## src/rtl/div_pkg.sv

```systemverilog
// Shared types and constants for the iterative divider.
// State encoding and default operand width.
package div_pkg;

  localparam int DIV_WIDTH_DEF = 8;

  typedef enum logic [1:0] {
    S_IDLE = 2'd0,
    S_RUN  = 2'd1,
    S_DONE = 2'd2
  } div_state_e;

endpackage

```

## src/rtl/div_step.sv

```systemverilog
// One restoring shift-subtract iteration of the divider.
// Purely combinational; the top owns all state.
module div_step #(
  parameter int WIDTH = 8
) (
  input  logic [WIDTH:0]   rem_i,
  input  logic [WIDTH-1:0] quo_i,
  input  logic [WIDTH-1:0] dvs_i,
  output logic [WIDTH:0]   rem_o,
  output logic [WIDTH-1:0] quo_o
);

  logic [WIDTH+1:0] shift;
  logic [WIDTH+1:0] diff;
  logic             borrow;

  always_comb begin
    shift  = {rem_i, quo_i[WIDTH-1]};
    diff   = shift - {2'b00, dvs_i};
    borrow = diff[WIDTH+1];
    rem_o  = borrow ? shift[WIDTH:0] : diff[WIDTH:0];
    quo_o  = {quo_i[WIDTH-2:0], ~borrow};
  end

endmodule

```

## src/rtl/iter_divider.sv

```systemverilog
// Iterative restoring divider, one quotient bit per cycle.
// Define ITER_DIVIDER_SIGNED_EN for two's complement operands.
module iter_divider
  import div_pkg::*;
#(
  parameter int WIDTH = DIV_WIDTH_DEF
) (
  input  logic             clk,
  input  logic             rst_n,
  input  logic             start,
  input  logic [WIDTH-1:0] dividend,
  input  logic [WIDTH-1:0] divisor,
  output logic             busy,
  output logic             done,
  output logic [WIDTH-1:0] quotient,
  output logic [WIDTH-1:0] remainder,
  output logic             div_by_zero
);

  localparam int CW = $clog2(WIDTH);

  div_state_e       state_q, state_d;
  logic [CW-1:0]    cnt_q, cnt_d;
  logic [WIDTH:0]   rem_q, rem_d;
  logic [WIDTH-1:0] quo_q, quo_d;
  logic [WIDTH-1:0] dvs_q, dvs_d;
  logic             zero_q, zero_d;
  logic             busy_q, busy_d;
  logic             done_q, done_d;
  logic [WIDTH-1:0] quotient_q, quotient_d;
  logic [WIDTH-1:0] remainder_q, remainder_d;
  logic             dbz_q, dbz_d;

  logic [WIDTH:0]   step_rem;
  logic [WIDTH-1:0] step_quo;

`ifdef ITER_DIVIDER_SIGNED_EN
  logic negq_q, negq_d;
  logic negr_q, negr_d;

  function automatic logic [WIDTH-1:0] mag(
    input logic [WIDTH-1:0] x
  );
    return x[WIDTH-1] ? -x : x;
  endfunction
`endif

  div_step #(.WIDTH(WIDTH)) u_step (
    .rem_i (rem_q),
    .quo_i (quo_q),
    .dvs_i (dvs_q),
    .rem_o (step_rem),
    .quo_o (step_quo)
  );

  always_comb begin
    state_d     = state_q;
    cnt_d       = cnt_q;
    rem_d       = rem_q;
    quo_d       = quo_q;
    dvs_d       = dvs_q;
    zero_d      = zero_q;
    busy_d      = 1'b0;
    done_d      = 1'b0;
    quotient_d  = quotient_q;
    remainder_d = remainder_q;
    dbz_d       = dbz_q;
`ifdef ITER_DIVIDER_SIGNED_EN
    negq_d      = negq_q;
    negr_d      = negr_q;
`endif
    unique case (state_q)
      S_IDLE: begin
        if (start) begin
          dbz_d  = 1'b0;
          cnt_d  = '0;
          zero_d = (divisor == '0);
          if (divisor == '0) begin
            // Zero-divisor result is staged in the work regs
            quo_d   = '1;
            rem_d   = {1'b0, dividend};
            state_d = S_DONE;
          end else begin
            rem_d   = '0;
`ifdef ITER_DIVIDER_SIGNED_EN
            quo_d   = mag(dividend);
            dvs_d   = mag(divisor);
            negq_d  = dividend[WIDTH-1] ^ divisor[WIDTH-1];
            negr_d  = dividend[WIDTH-1];
`else
            quo_d   = dividend;
            dvs_d   = divisor;
`endif
            state_d = S_RUN;
          end
        end
      end
      S_RUN: begin
        busy_d = 1'b1;
        rem_d  = step_rem;
        quo_d  = step_quo;
        cnt_d  = cnt_q + CW'(1);
        if (cnt_q == CW'(WIDTH - 1)) begin
          state_d = S_DONE;
        end
      end
      S_DONE: begin
        done_d      = 1'b1;
        dbz_d       = zero_q;
        state_d     = S_IDLE;
        quotient_d  = quo_q;
        remainder_d = rem_q[WIDTH-1:0];
`ifdef ITER_DIVIDER_SIGNED_EN
        if (!zero_q) begin
          quotient_d  = negq_q ? -quo_q : quo_q;
          remainder_d = negr_q ? -rem_q[WIDTH-1:0]
                               : rem_q[WIDTH-1:0];
        end
`endif
      end
      default: state_d = S_IDLE;
    endcase
  end

  always_ff @(posedge clk) begin
    if (!rst_n) begin
      state_q     <= S_IDLE;
      cnt_q       <= '0;
      rem_q       <= '0;
      quo_q       <= '0;
      dvs_q       <= '0;
      zero_q      <= 1'b0;
      busy_q      <= 1'b0;
      done_q      <= 1'b0;
      quotient_q  <= '0;
      remainder_q <= '0;
      dbz_q       <= 1'b0;
`ifdef ITER_DIVIDER_SIGNED_EN
      negq_q      <= 1'b0;
      negr_q      <= 1'b0;
`endif
    end else begin
      state_q     <= state_d;
      cnt_q       <= cnt_d;
      rem_q       <= rem_d;
      quo_q       <= quo_d;
      dvs_q       <= dvs_d;
      zero_q      <= zero_d;
      busy_q      <= busy_d;
      done_q      <= done_d;
      quotient_q  <= quotient_d;
      remainder_q <= remainder_d;
      dbz_q       <= dbz_d;
`ifdef ITER_DIVIDER_SIGNED_EN
      negq_q      <= negq_d;
      negr_q      <= negr_d;
`endif
    end
  end

  assign busy        = busy_q;
  assign done        = done_q;
  assign quotient    = quotient_q;
  assign remainder   = remainder_q;
  assign div_by_zero = dbz_q;

endmodule

```

## config.mk

```make
export PLATFORM = sky130hd
export DESIGN_NAME = iter_divider
export DESIGN_NICKNAME = d
export VERILOG_FILES = /design/src/rtl/div_pkg.sv /design/src/rtl/div_step.sv /design/src/rtl/iter_divider.sv
export SDC_FILE = /design/constraint.sdc
export NUM_CORES = 1
export LEC_CHECK = 0
export ABC_CLOCK_PERIOD_IN_PS = 6050
export CAP_MARGIN = 40
export CORE_AREA = 10 10 77 79
export CTS_BUF_LIST = sky130_fd_sc_hd__clkbuf_4 sky130_fd_sc_hd__clkbuf_8 sky130_fd_sc_hd__clkbuf_16
export DETAILED_ROUTE_END_ITERATION = 10
export DIE_AREA = 0 0 87 89
export HOLD_SLACK_MARGIN = 0.1
export PLACE_DENSITY = 0.83
export SETUP_SLACK_MARGIN = 0.15
export SYNTH_ARGS = -nofsm -noshare
export SYNTH_HDL_FRONTEND = slang
export SYNTH_SLANG_ARGS = --single-unit
export TNS_END_PERCENT = 10
```

## constraint.sdc

```tcl
create_clock -name clk -period 6.05 [get_ports clk]
set_input_delay 0.9075 -clock clk [delete_from_list [all_inputs] [get_ports clk]]
set_output_delay 0.9075 -clock clk [all_outputs]
set_load 0.02 [all_outputs]
```

# Yosys cells after proc, flatten, opt, wreduce, memory -nomap -nowiden
# Index checks and enable logic that the tools add are counted.
dict set report word_totals {
  reg_bits 50
  latch_bits 0
  ram_bits 0
  mem_bits_ro 0
  input_bits 19
  out_inout_bits 19
  elab_cells 46
  mem_count 0
}
dict set report op_classes {
  n_addsub 2
  n_mul 0
  div 0
  magnitude_cmp 0
  eq_ne 5
  shifts 0
  muxes 17
  bitwise_logic 2
  reduce_logical 9
}
# operator n
set ops {}
lappend ops {{$mux W8} 3}
lappend ops {{$mux W9} 2}
lappend ops {{$pmux W9 S2} 1}
lappend ops {{$pmux W8 S2} 1}
lappend ops {{$sub A10 B8 Y10} 1}
lappend ops {{$logic_not A8 Y1} 1}
lappend ops {{$reduce_and A2 Y1} 4}
lappend ops {{$mux W2} 3}
lappend ops {{$pmux W3 S2} 1}
lappend ops {{$ne A2 B2 Y1 const B} 2}
lappend ops {{$pmux W2 S2} 1}
lappend ops {{$reduce_bool A2 Y1} 2}
lappend ops {{$add A3 B1 Y3 const B} 1}
lappend ops {{$eq A3 B3 Y1 const B} 1}
lappend ops {{$mux W1} 3}
lappend ops {{$mux W3} 1}
lappend ops {{$reduce_and A3 Y1} 1}
lappend ops {{$eq A2 B1 Y1 const B} 1}
lappend ops {{$eq A2 B2 Y1 const B} 1}
lappend ops {{$logic_not A2 Y1} 1}
lappend ops {{$not A1 Y1} 2}
lappend ops {{$pmux W1 S2} 1}

# Logic depth before layout (Yosys ltp)
# Gate-level depths: netlist of run 1.
dict set report depth {
  depth_word 4
  depth_mapped 9
  mapped_depth_nobuf 9
}

# Modules after synthesis
# A second synthesis of run 1 with hierarchy kept.
dict set report unflattened {
  cells_unflattened 311
  area_unflattened_um2 2698.8
}
# module instances cells_each area_per_inst_um2 seq_area_each_um2
set by_module_without_submodules {}
lappend by_module_without_submodules {iter_divider 1 237 2118.3 1001.0}
lappend by_module_without_submodules {div_step 1 74 580.6 0.0}

# Worst setup path before layout of run 1
# Ideal clock, no wire load.
dict set report synth_path {
  path_kind {input to register}
  from {input port divisor[4]}
  to {register dvs_q[0]}
  arrival_ns 2.162
  setup_slack_ns 3.760
  path_stages 6
  cell_sequence {or4_1 -> nor2_1 -> nor2b_1 -> buf_2 -> mux2i_1 -> nor2_1}
}
dict set report synth_between {
  elab_chain_cells 3
}
# item line_no
set synth_rtl {}
lappend synth_rtl {{start: declaration} iter_divider.sv:12} ;# input logic [WIDTH-1:0] divisor,
lappend synth_rtl {{$logic_not A8 Y1} iter_divider.sv:78} ;# if (divisor == '0) begin
lappend synth_rtl {{$not A1 Y1 (no source line)} n/a}
lappend synth_rtl {{$reduce_and A3 Y1 (no source line)} n/a}
lappend synth_rtl {{end signal: assignment} iter_divider.sv:147} ;# dvs_q <= dvs_d;
lappend synth_rtl {{end: declaration} iter_divider.sv:26} ;# logic [WIDTH-1:0] dvs_q, dvs_d;
# No other way between the ends.
# A chain may end at the register's enable or synchronous reset.

# Worst setup path in the final report of run 1
dict set report layout_path {
  from {input port start}
  to {register dvs_q[7]}
}
dict set report layout_between {
  elab_chain_cells 1
}
# item line_no
set layout_rtl {}
lappend layout_rtl {{start: declaration} iter_divider.sv:10} ;# input logic start,
lappend layout_rtl {{$reduce_and A3 Y1 (no source line)} n/a}
# No other way between the ends.

==> flow_summary.json, run 1 <==
{
  "status": "completed",
  "final_common_cell": "nand2_1",
  "num_vias": 2199,
  "cts_tree": "built",
  "htreeDepth": 2,
  "syn_area_per_cell_sq_um": 8.31,
  "row_count": 25,
  "seqPwrFrac": 0.434,
  "grt_max_degree": 25,
  "grt_pass1_wl_um": 9720,
  "reg2reg_to": "rem_q[6]",
  "max_cap_viol_count": 0,
  "fin_ws_ns": 3.27,
  "start_kind": "input pin",
  "die_h_um": 89,
  "io_buffers": 37,
  "wire_per_inst_um": 15.6,
  "period_minus_slack_ns": 2.78,
  "slew_violations": 0,
  "setup_viol": 0,
  "clock_skew_ns": 0.0113,
  "cts_setup_buffers": 0,
  "die_area_sq_um": 7740,
  "power.net_switching_w": 0.000286,
  "reg2regPathDepth": 7,
  "synth.distinct_cells": 47,
  "grt_usage": 0.153,
  "clkSinkCount": 50,
  "first_global_vias": 2116,
  "holdWs_ns": 0.451,
  "drive_gt1_frac": 0.0675,
  "synth_flop_cell": "dfxtp_1",
  "ant_nets": 0,
  "ir_drop_mv": 0.237,
  "detailedPlace.worstSlack_ns": 2.98,
  "clkLatencyLatePin_ns": 0.31,
  "nets": 355,
  "p_clk_frac": 0.224,
  "rr_startpoint": "rem_q[6]",
  "endpoint_kind": "flip-flop",
  "n_antenna_cell": 0,
  "ys.warnings.count": 0,
  "critPathMaxFanout": 9,
  "rrSetupSlack_ns": 3.70,
  "max-slew-margin-rel": 0.421,
  "syn_area_sq_um": 2440,
  "p_comb_frac": 0.342,
  "fin_crit_sh": 0.460,
  "worst_pin_slew_ns": 0.867,
  "fillerInstances": 388,
  "ys_ff_latch": 50,
  "ctsResizeCount": 0,
  "syn_inst": 294,
  "cts_root_buf": "clkbuf_8",
  "hpwl_um": 4520,
  "synth_nets": 324,
  "final_core_util": 0.648,
  "startpoint": "start",
  "power.internal_w": 0.000566,
  "path_class": "in -> reg",
  "min_from": "zero_q",
  "avgViaCountPerCell": 5.79,
  "swShare": 0.336,
  "area_growth_pct": 20.4,
  "core_area_sq_um": 4540,
  "min_path_cells": 2,
  "ioPinCount": 38,
  "worstPathRequired_ns": 6.22,
  "cts_buffer_depth": 2,
  "tns_ns": 0,
  "ys_seq_area_frac": 0.410,
  "globalRouteOverflowTotal": 0,
  "drc_errors": 0,
  "fp.dieW_um": 87,
  "crit_arrival_ns": 2.95,
  "final_cell_mix": "55 x nand2_1, 50 x dfxtp_1, 37 x clkdlybuf4s50_1",
  "powerDensity_nw_per_um2": 290,
  "synth_edf_count": 0,
  "leakage_nw": 1.10,
  "hold_class": "reg -> reg",
  "routabilityCongestion": 0.929,
  "hold_viol": 0,
  "async_reset_ff_frac": 0,
  "drtIter0Drc": 217,
  "finalPower_w": 0.000852,
  "rsz0062_at_grt": "no",
  "holdBufCountCts": 0,
  "drtPass1Iterations": 5,
  "clk_pin_slew_ns": 0.09,
  "fmax_mhz": 359,
  "routed_wl_um": 5920,
  "antenna_found_initial": 0,
  "initial_core_util": 0.538,
  "final-seq-area_sq_um": 1000,
  "multi_input_area_sq_um": 1330,
  "min_to": "div_by_zero",
  "cts_buffers": 5
}
==> sequential cells by signal, summed over array words and instances (netlist names) <==
register and flops:
done 1, state_q 2, rem_q 9, zero_q 1
quotient 8, busy 1, div_by_zero 1, cnt_q 3
remainder 8, dvs_q 8, quo_q 8
==> cell type report <==
| cell class | count | share of cell area |
|---|---|---|
| Sequential cell | 50 | 0.340 |
| Inverter | 11 | 0.0140 |
| Multi-Input combinational cell | 217 | 0.451 |
| Clock inverter | 3 | 0.00723 |
| Clock buffer | 5 | 0.0234 |
| Timing Repair Buffer | 40 | 0.140 |
| Tap cell | 54 | 0.0230 |
==> metrics by stage <==
step,std cells,area (sq um)
CTS,380,2940
finish,380,2940
global route,380,2940
detailed placement,372,2850
global placement,369,2810
floorplan,294,2440
==> cell usage after synthesis (all sizes together) (5+ instances only) <==
cell type | count | area share
a21oi | 29 | 0.064
a31oi | 9 | 0.023
a32oi | 6 | 0.022
clkbuf | 12 | 0.018
dfxtp | 50 | 0.41
ha | 10 | 0.051
inv | 11 | 0.017
mux2i | 12 | 0.049
nand2 | 55 | 0.085
nand3 | 5 | 0.010
nor2 | 28 | 0.043
o21ai | 13 | 0.027
o22ai | 5 | 0.013
==> cells by family after synthesis <==
family                   count (synthesis)  synth area share
AO/OA/AOI/OAI                           82             0.218
XOR/XNOR                                 4            0.0143
adder cells (fa/ha/maj)                 11            0.0594
buffers and inverters                   27            0.0466
flip-flops                              50             0.410
multiplexers                            12            0.0492
AND/OR/NAND/NOR                        108             0.203
==> critical path, stage by stage <==
cell,delay [ns]
clkdlybuf4s50_1,0.49
nor3b_1,0.47
nor2b_1,0.77
mux2i_1,0.26
nor2_1,0.05
==> how the worst max path moves through the flow <==
stage               cells past startpoint  endpoint  slack (ns)
floorplan                               6  dvs_q[0]        3.76
finish                                  5  dvs_q[7]        3.27
detailed placement                      5  dvs_q[7]        2.98
global placement                        6  rem_q[8]        2.93
global route                            5  dvs_q[5]        3.06
CTS                                     5  dvs_q[7]        3.29
==> power groups by stage <==
stage                     Sequential [W]  Clock, W  Combinational [W]
after floorplan                 0.000370         0           0.000246
after global placement          0.000376         0           0.000280
after detailed placement        0.000377         0           0.000287
after CTS                       0.000369  0.000197           0.000287
after global routing            0.000372  0.000208           0.000315
final                           0.000370  0.000191           0.000291
==> routing by layer <==
layer,vias to the layer above,share of wire,track usage
met1,1013,0.42,0.177
met3,15,0.062,0.0356
met2,73,0.50,0.266
met5,-,0,0
met4,0,0.018,0.0619
li1,1098,-,-
Power figures use the tool's default switching activity.
==> run 2, diff against run 1 <==
--- a/config.mk
+++ b/config.mk
@@ -5,14 +5,14 @@
 export SDC_FILE = /design/constraint.sdc
 export NUM_CORES = 1
 export LEC_CHECK = 0
-export ABC_CLOCK_PERIOD_IN_PS = 6050
+export ABC_CLOCK_PERIOD_IN_PS = 2510
 export CAP_MARGIN = 40
-export CORE_AREA = 10 10 77 79
+export CORE_AREA = 10 10 83 85
 export CTS_BUF_LIST = sky130_fd_sc_hd__clkbuf_4 sky130_fd_sc_hd__clkbuf_8 sky130_fd_sc_hd__clkbuf_16
 export DETAILED_ROUTE_END_ITERATION = 10
-export DIE_AREA = 0 0 87 89
+export DIE_AREA = 0 0 93 95
 export HOLD_SLACK_MARGIN = 0.1
-export PLACE_DENSITY = 0.83
+export PLACE_DENSITY = 0.74
 export SETUP_SLACK_MARGIN = 0.15
 export SYNTH_ARGS = -nofsm -noshare
 export SYNTH_HDL_FRONTEND = slang
==> constraint.sdc (replaced) <==
create_clock -name clk -period 2.51 [get_ports clk]
set_input_delay 0.3765 -clock clk [delete_from_list [all_inputs] [get_ports clk]]
set_output_delay 0.3765 -clock clk [all_outputs]
set_load 0.02 [all_outputs]
==> run 2 against run 1 <==
Cell count increased by 7.1%; clock power increased to 2.7 times the previous value; worst setup slack got worse by 3.0 ns; flip-flop and latch count unchanged; highest routed layer unchanged.
==> flow_summary.json, run 2 (same netlist as run 1, synthesis figures left out) <==
{
  "largest_register_ffs": 9,
  "hold_viol": 0,
  "routabilityCongestion": 0.881,
  "hpwl_um": 4610,
  "hold_class": "reg -> reg",
  "area_growth_pct": 24.3,
  "num_vias": 2239,
  "endpoint_kind": "flip-flop",
  "globalRouteOverflowTotal": 0,
  "grt_pass1_wl_um": 10200,
  "core_area_sq_um": 5340,
  "cts_buffers": 5,
  "holdBufCountCts": 0,
  "row_count": 27,
  "n_antenna_cell": 0,
  "critical-path-top-delay-family": "compound AO/OA/AOI/OAI gates",
  "worstPathRequired_ns": 2.72,
  "critPathMaxFanout": 5,
  "powerDensity_nw_per_um2": 712,
  "fillerInstances": 542,
  "final_cell_mix": "55 x nand2_1, 50 x dfxtp_1, 37 x clkdlybuf4s50_1",
  "max_cap_viol_count": 0,
  "drtPass1Iterations": 4,
  "rsz0062_at_grt": "no",
  "tns_ns": 0,
  "max_stage_delay_ns": 0.45,
  "cts_tree": "built",
  "cts_buffer_depth": 2,
  "grt_max_degree": 26,
  "worst_pin_slew_ns": 0.659,
  "setup_viol": 0,
  "final_core_util": 0.569,
  "start_kind": "flip-flop",
  "avgViaCountPerCell": 5.50,
  "drc_errors": 0,
  "leakage_nw": 1.15,
  "clk_pin_slew_ns": 0.09,
  "antenna_found_initial": 0,
  "fmax_mhz": 440,
  "max-slew-margin-rel": 0.560,
  "ant_nets": 0,
  "die_area_sq_um": 8840,
  "routed_wl_um": 6250,
  "slew_violations": 0,
  "clkLatencyLatePin_ns": 0.31,
  "crit_arrival_ns": 2.49,
  "initial_core_util": 0.458,
  "period_minus_slack_ns": 2.27,
  "clock_skew_ns": 0.00430,
  "ioPinCount": 38,
  "clkSinkCount": 50,
  "fin_crit_sh": 0.906,
  "drtIter0Drc": 167,
  "path_class": "reg -> reg",
  "multi_input_area_sq_um": 1350,
  "die_h_um": 95,
  "grt_usage": 0.143,
  "cp_slowest_cell": "dfxtp_1",
  "largest-register": "rem_q",
  "fp.dieW_um": 93,
  "final-seq-area_sq_um": 1000,
  "cts_setup_buffers": 0,
  "crit_chain": "ha_1 > a21o_1 > a22o_1 > or3_4 > and2_2 > a311o_1",
  "status": "completed",
  "htreeDepth": 2,
  "final_common_cell": "nand2_1",
  "io_buffers": 37,
  "wire_per_inst_um": 15.4,
  "ir_drop_mv": 0.381,
  "crit_buf_inv": 0,
  "rrSetupSlack_ns": 0.24,
  "drive_gt1_frac": 0.0985,
  "first_global_vias": 2149,
  "nets": 364,
  "cts_root_buf": "clkbuf_8"
}
-- run 2: report_power, final --
| part | switching (W) | internal [W] |
|---|---|---|
| Combinational | 0.000410 | 0.000354 |
| Clock | 0.000285 | 0.000227 |
| Sequential | 0.0000458 | 0.000840 |
| Total | 0.000741 | 0.00142 |
-- run 2: worst paths after layout --
kind	from	to	cells after the start
max	rem_q[3]	rem_q[6]	6
max reg2reg	rem_q[3]	rem_q[6]	6
min	quotient[4]	quotient[4]	2
min reg2reg	quotient[4]	quotient[4]	2
-- run 2: cell type report --
class	instances	share of cell area
flip-flops and latches	50	0.330
well taps	72	0.0297
clock inverters	2	0.00577
multi-input cells	218	0.445
inverters	11	0.0136
repair buffers	48	0.149
clock buffers	6	0.0272
-- run 2: timing repair --
| action | 4_1_cts | 5_1_grt |
|---|---|---|
| gates resized for setup | 1 | 2 |
| gates cloned | 0 | 1 |
| pin swaps | 0 | 1 |
| endpoints found under the setup margin | 1 | 5 |
-- run 2: layer usage --
layer  wire [um]  track usage  vias to the layer above
met5           0            0                        -
met4         173       0.0707                        0
met3         432       0.0381                       15
met2        2970        0.232                       91
met1        2670        0.172                     1026
li1            -            -                     1107
-- run 2: worst reg2reg max path: stages (launching register included) --
cell	delay [ns]
dfxtp_1	0.45
ha_1	0.32
a21o_1	0.21
a22o_1	0.27
or3_4	0.41
and2_2	0.23
a311o_1	0.27
-- run 2: through the flow --
step | setup slack, ns | hold slack, ns | instance area, sq um | power, W | std cells
2_1_floorplan | 0.342 | 0.431 | 2440 | 0.00148 | 294
4_1_cts | 0.211 | 0.460 | 3020 | 0.00213 | 406
6_report | 0.236 | 0.456 | 3040 | 0.00216 | 407
3_5_place_dp | 0.209 | 0.446 | 2910 | 0.00161 | 398
5_1_grt | 0.159 | 0.488 | 3040 | 0.00228 | 407
3_3_place_gp | 0.186 | 0.445 | 2910 | 0.00160 | 397
==> run 3, diff against run 2 <==
--- a/config.mk
+++ b/config.mk
@@ -5,14 +5,15 @@
 export SDC_FILE = /design/constraint.sdc
 export NUM_CORES = 1
 export LEC_CHECK = 0
-export ABC_CLOCK_PERIOD_IN_PS = 2510
+export ABC_CLOCK_PERIOD_IN_PS = 2300
 export CAP_MARGIN = 40
-export CORE_AREA = 10 10 83 85
+export CORE_AREA = 2 2 71 73
 export CTS_BUF_LIST = sky130_fd_sc_hd__clkbuf_4 sky130_fd_sc_hd__clkbuf_8 sky130_fd_sc_hd__clkbuf_16
 export DETAILED_ROUTE_END_ITERATION = 10
-export DIE_AREA = 0 0 93 95
+export DIE_AREA = 0 0 73 75
+export GPL_TIMING_DRIVEN = 0
 export HOLD_SLACK_MARGIN = 0.1
-export PLACE_DENSITY = 0.74
+export PLACE_DENSITY = 0.79
 export SETUP_SLACK_MARGIN = 0.15
 export SYNTH_ARGS = -nofsm -noshare
 export SYNTH_HDL_FRONTEND = slang
==> constraint.sdc (replaced) <==
create_clock -name clk -period 2.3 [get_ports clk]
set_input_delay 0.345 -clock clk [delete_from_list [all_inputs] [get_ports clk]]
set_output_delay 0.345 -clock clk [all_outputs]
set_load 0.02 [all_outputs]
==> run 3 against run 2 <==
Clock skew is 0.0016 ns higher; routed wire length rose by 0.88%; register-to-register slack got worse by 0.13 ns; clock power grew 10%; combinational power rose by 39%; first-iteration DRC count increased by 39%; critical path type unchanged.
==> flow_summary.json, run 3 (same netlist as run 1, synthesis figures left out) <==
{
  "status": "completed",
  "routed_wl_um": 6300,
  "antenna_found_initial": 0,
  "hold_viol": 0,
  "met2_length_um": 3000,
  "drtPass1Iterations": 7,
  "final_cell_mix": "55 x nand2_1, 38 x dfxtp_1, 37 x clkdlybuf4s50_1",
  "top_layer": "met4",
  "cts_root_buf": "clkbuf_8",
  "num_vias": 2362,
  "cts_buffer_depth": 2,
  "nets": 376,
  "multi_input_area_sq_um": 1420,
  "die_h_um": 75,
  "path_class": "reg -> reg",
  "hold_class": "reg -> reg",
  "setup_viol": 0,
  "hpwl_um": 4370,
  "holdBufCountCts": 0,
  "routabilityCongestion": 0.843,
  "crit_arrival_ns": 2.38,
  "period_minus_slack_ns": 2.19,
  "drt-met1-wl_um": 2680,
  "final_core_util": 0.682,
  "row_count": 25,
  "fin_crit_sh": 0.954,
  "fmax_mhz": 456,
  "grt_max_degree": 17,
  "drive_gt1_frac": 0.153,
  "worst_pin_slew_ns": 0.684,
  "first_global_vias": 2044,
  "drc_errors": 0,
  "ioPinCount": 38,
  "grt_pass1_wl_um": 9850,
  "core_area_sq_um": 4660,
  "cts_tree": "built",
  "wire_per_inst_um": 15.7,
  "rsz0062_at_grt": "yes",
  "endpoint_kind": "flip-flop",
  "globalRouteOverflowTotal": 0,
  "n_antenna_cell": 0,
  "cts_buffers": 5,
  "drtIter0Drc": 232,
  "grt_usage": 0.236,
  "io_buffers": 37,
  "largest_register_ffs": 9,
  "fillerInstances": 385,
  "holdWs_ns": 0.457,
  "final-seq-area_sq_um": 1030,
  "start_kind": "flip-flop",
  "largest-register": "rem_q",
  "avgViaCountPerCell": 5.89,
  "tns_ns": 0,
  "fp.dieW_um": 73,
  "htreeDepth": 2,
  "wl_met3_um": 442,
  "max-slew-margin-rel": 0.544,
  "max_cap_viol_count": 0,
  "powerDensity_nw_per_um2": 821,
  "clkSinkCount": 50,
  "area_growth_pct": 30.1,
  "rrSetupSlack_ns": 0.11,
  "ant_nets": 0,
  "die_area_sq_um": 5480,
  "critPathMaxFanout": 5,
  "initial_core_util": 0.524,
  "dp.cells": 385,
  "stdcell_count": 401,
  "clk_pin_slew_ns": 0.09,
  "final_common_cell": "nand2_1",
  "leakage_nw": 1.18,
  "worstPathRequired_ns": 2.48,
  "clock_skew_ns": 0.00593,
  "slew_violations": 0,
  "clkLatencyLatePin_ns": 0.31,
  "ir_drop_mv": 0.508
}
==> run 3: path summary, 6_finish.rpt <==
path,startpoint,endpoint,cells past startpoint
worst min register to register,remainder[5],remainder[5],2
worst max-delay path,dvs_q[5],rem_q[5],9
worst min-delay path,remainder[5],remainder[5],2
worst max register to register,dvs_q[5],rem_q[5],9
==> run 3: routing by layer <==
layer / up-vias / track usage
li1: 1134 / -
met1: 1104 / 0.319
met2: 101 / 0.372
met3: 23 / 0.0482
met4: 0 / 0.0947
met5: - / 0
==> run 3: power breakdown <==
| group | total (W) | switching (W) | leakage [nW] | internal [W] |
|---|---|---|---|---|
| Sequential | 0.000984 | 0.0000612 | 0.413 | 0.000923 |
| Combinational | 0.00106 | 0.000492 | 0.715 | 0.000570 |
| Clock | 0.000563 | 0.000315 | 0.0478 | 0.000248 |
==> run 3: cell type report <==
class	instances	share of cell area
sequential	50	0.323
tap	54	0.0213
clock inverter	2	0.00512
buffer	16	0.0244
clock buffer	6	0.0260
timing repair buffer	45	0.141
multi-input combinational	217	0.446
inverter	11	0.0130
==> run 3: worst max-delay path, cell delays in order, from the launching register on <==
cell     delay, ns
dfxtp_2       0.34
inv_2         0.04
ha_4          0.25
and3_4        0.19
a22o_4        0.26
or3_4         0.37
and2_4        0.20
buf_12        0.13
mux2i_1       0.18
o22ai_1       0.11
==> run 3: per-stage QoR <==
stage / instance area (sq um) / total power (W) / worst slack [ns]
6_report: 3180 / 0.00261 / 0.106
5_1_grt: 3180 / 0.00272 / 0.0688
4_1_cts: 3090 / 0.00243 / 0.139
3_5_place_dp: 2910 / 0.00181 / -0.0401
3_3_place_gp: 2910 / 0.00180 / -0.0162
2_1_floorplan: 2470 / 0.00163 / 0.166
==> run 3: repair_timing <==
action                     4_1_cts  5_1_grt
cloned                           0        1
pin swaps                        4        7
buffers inserted                 3        4
setup endpoints to repair        9        7
gates resized for setup         17       11
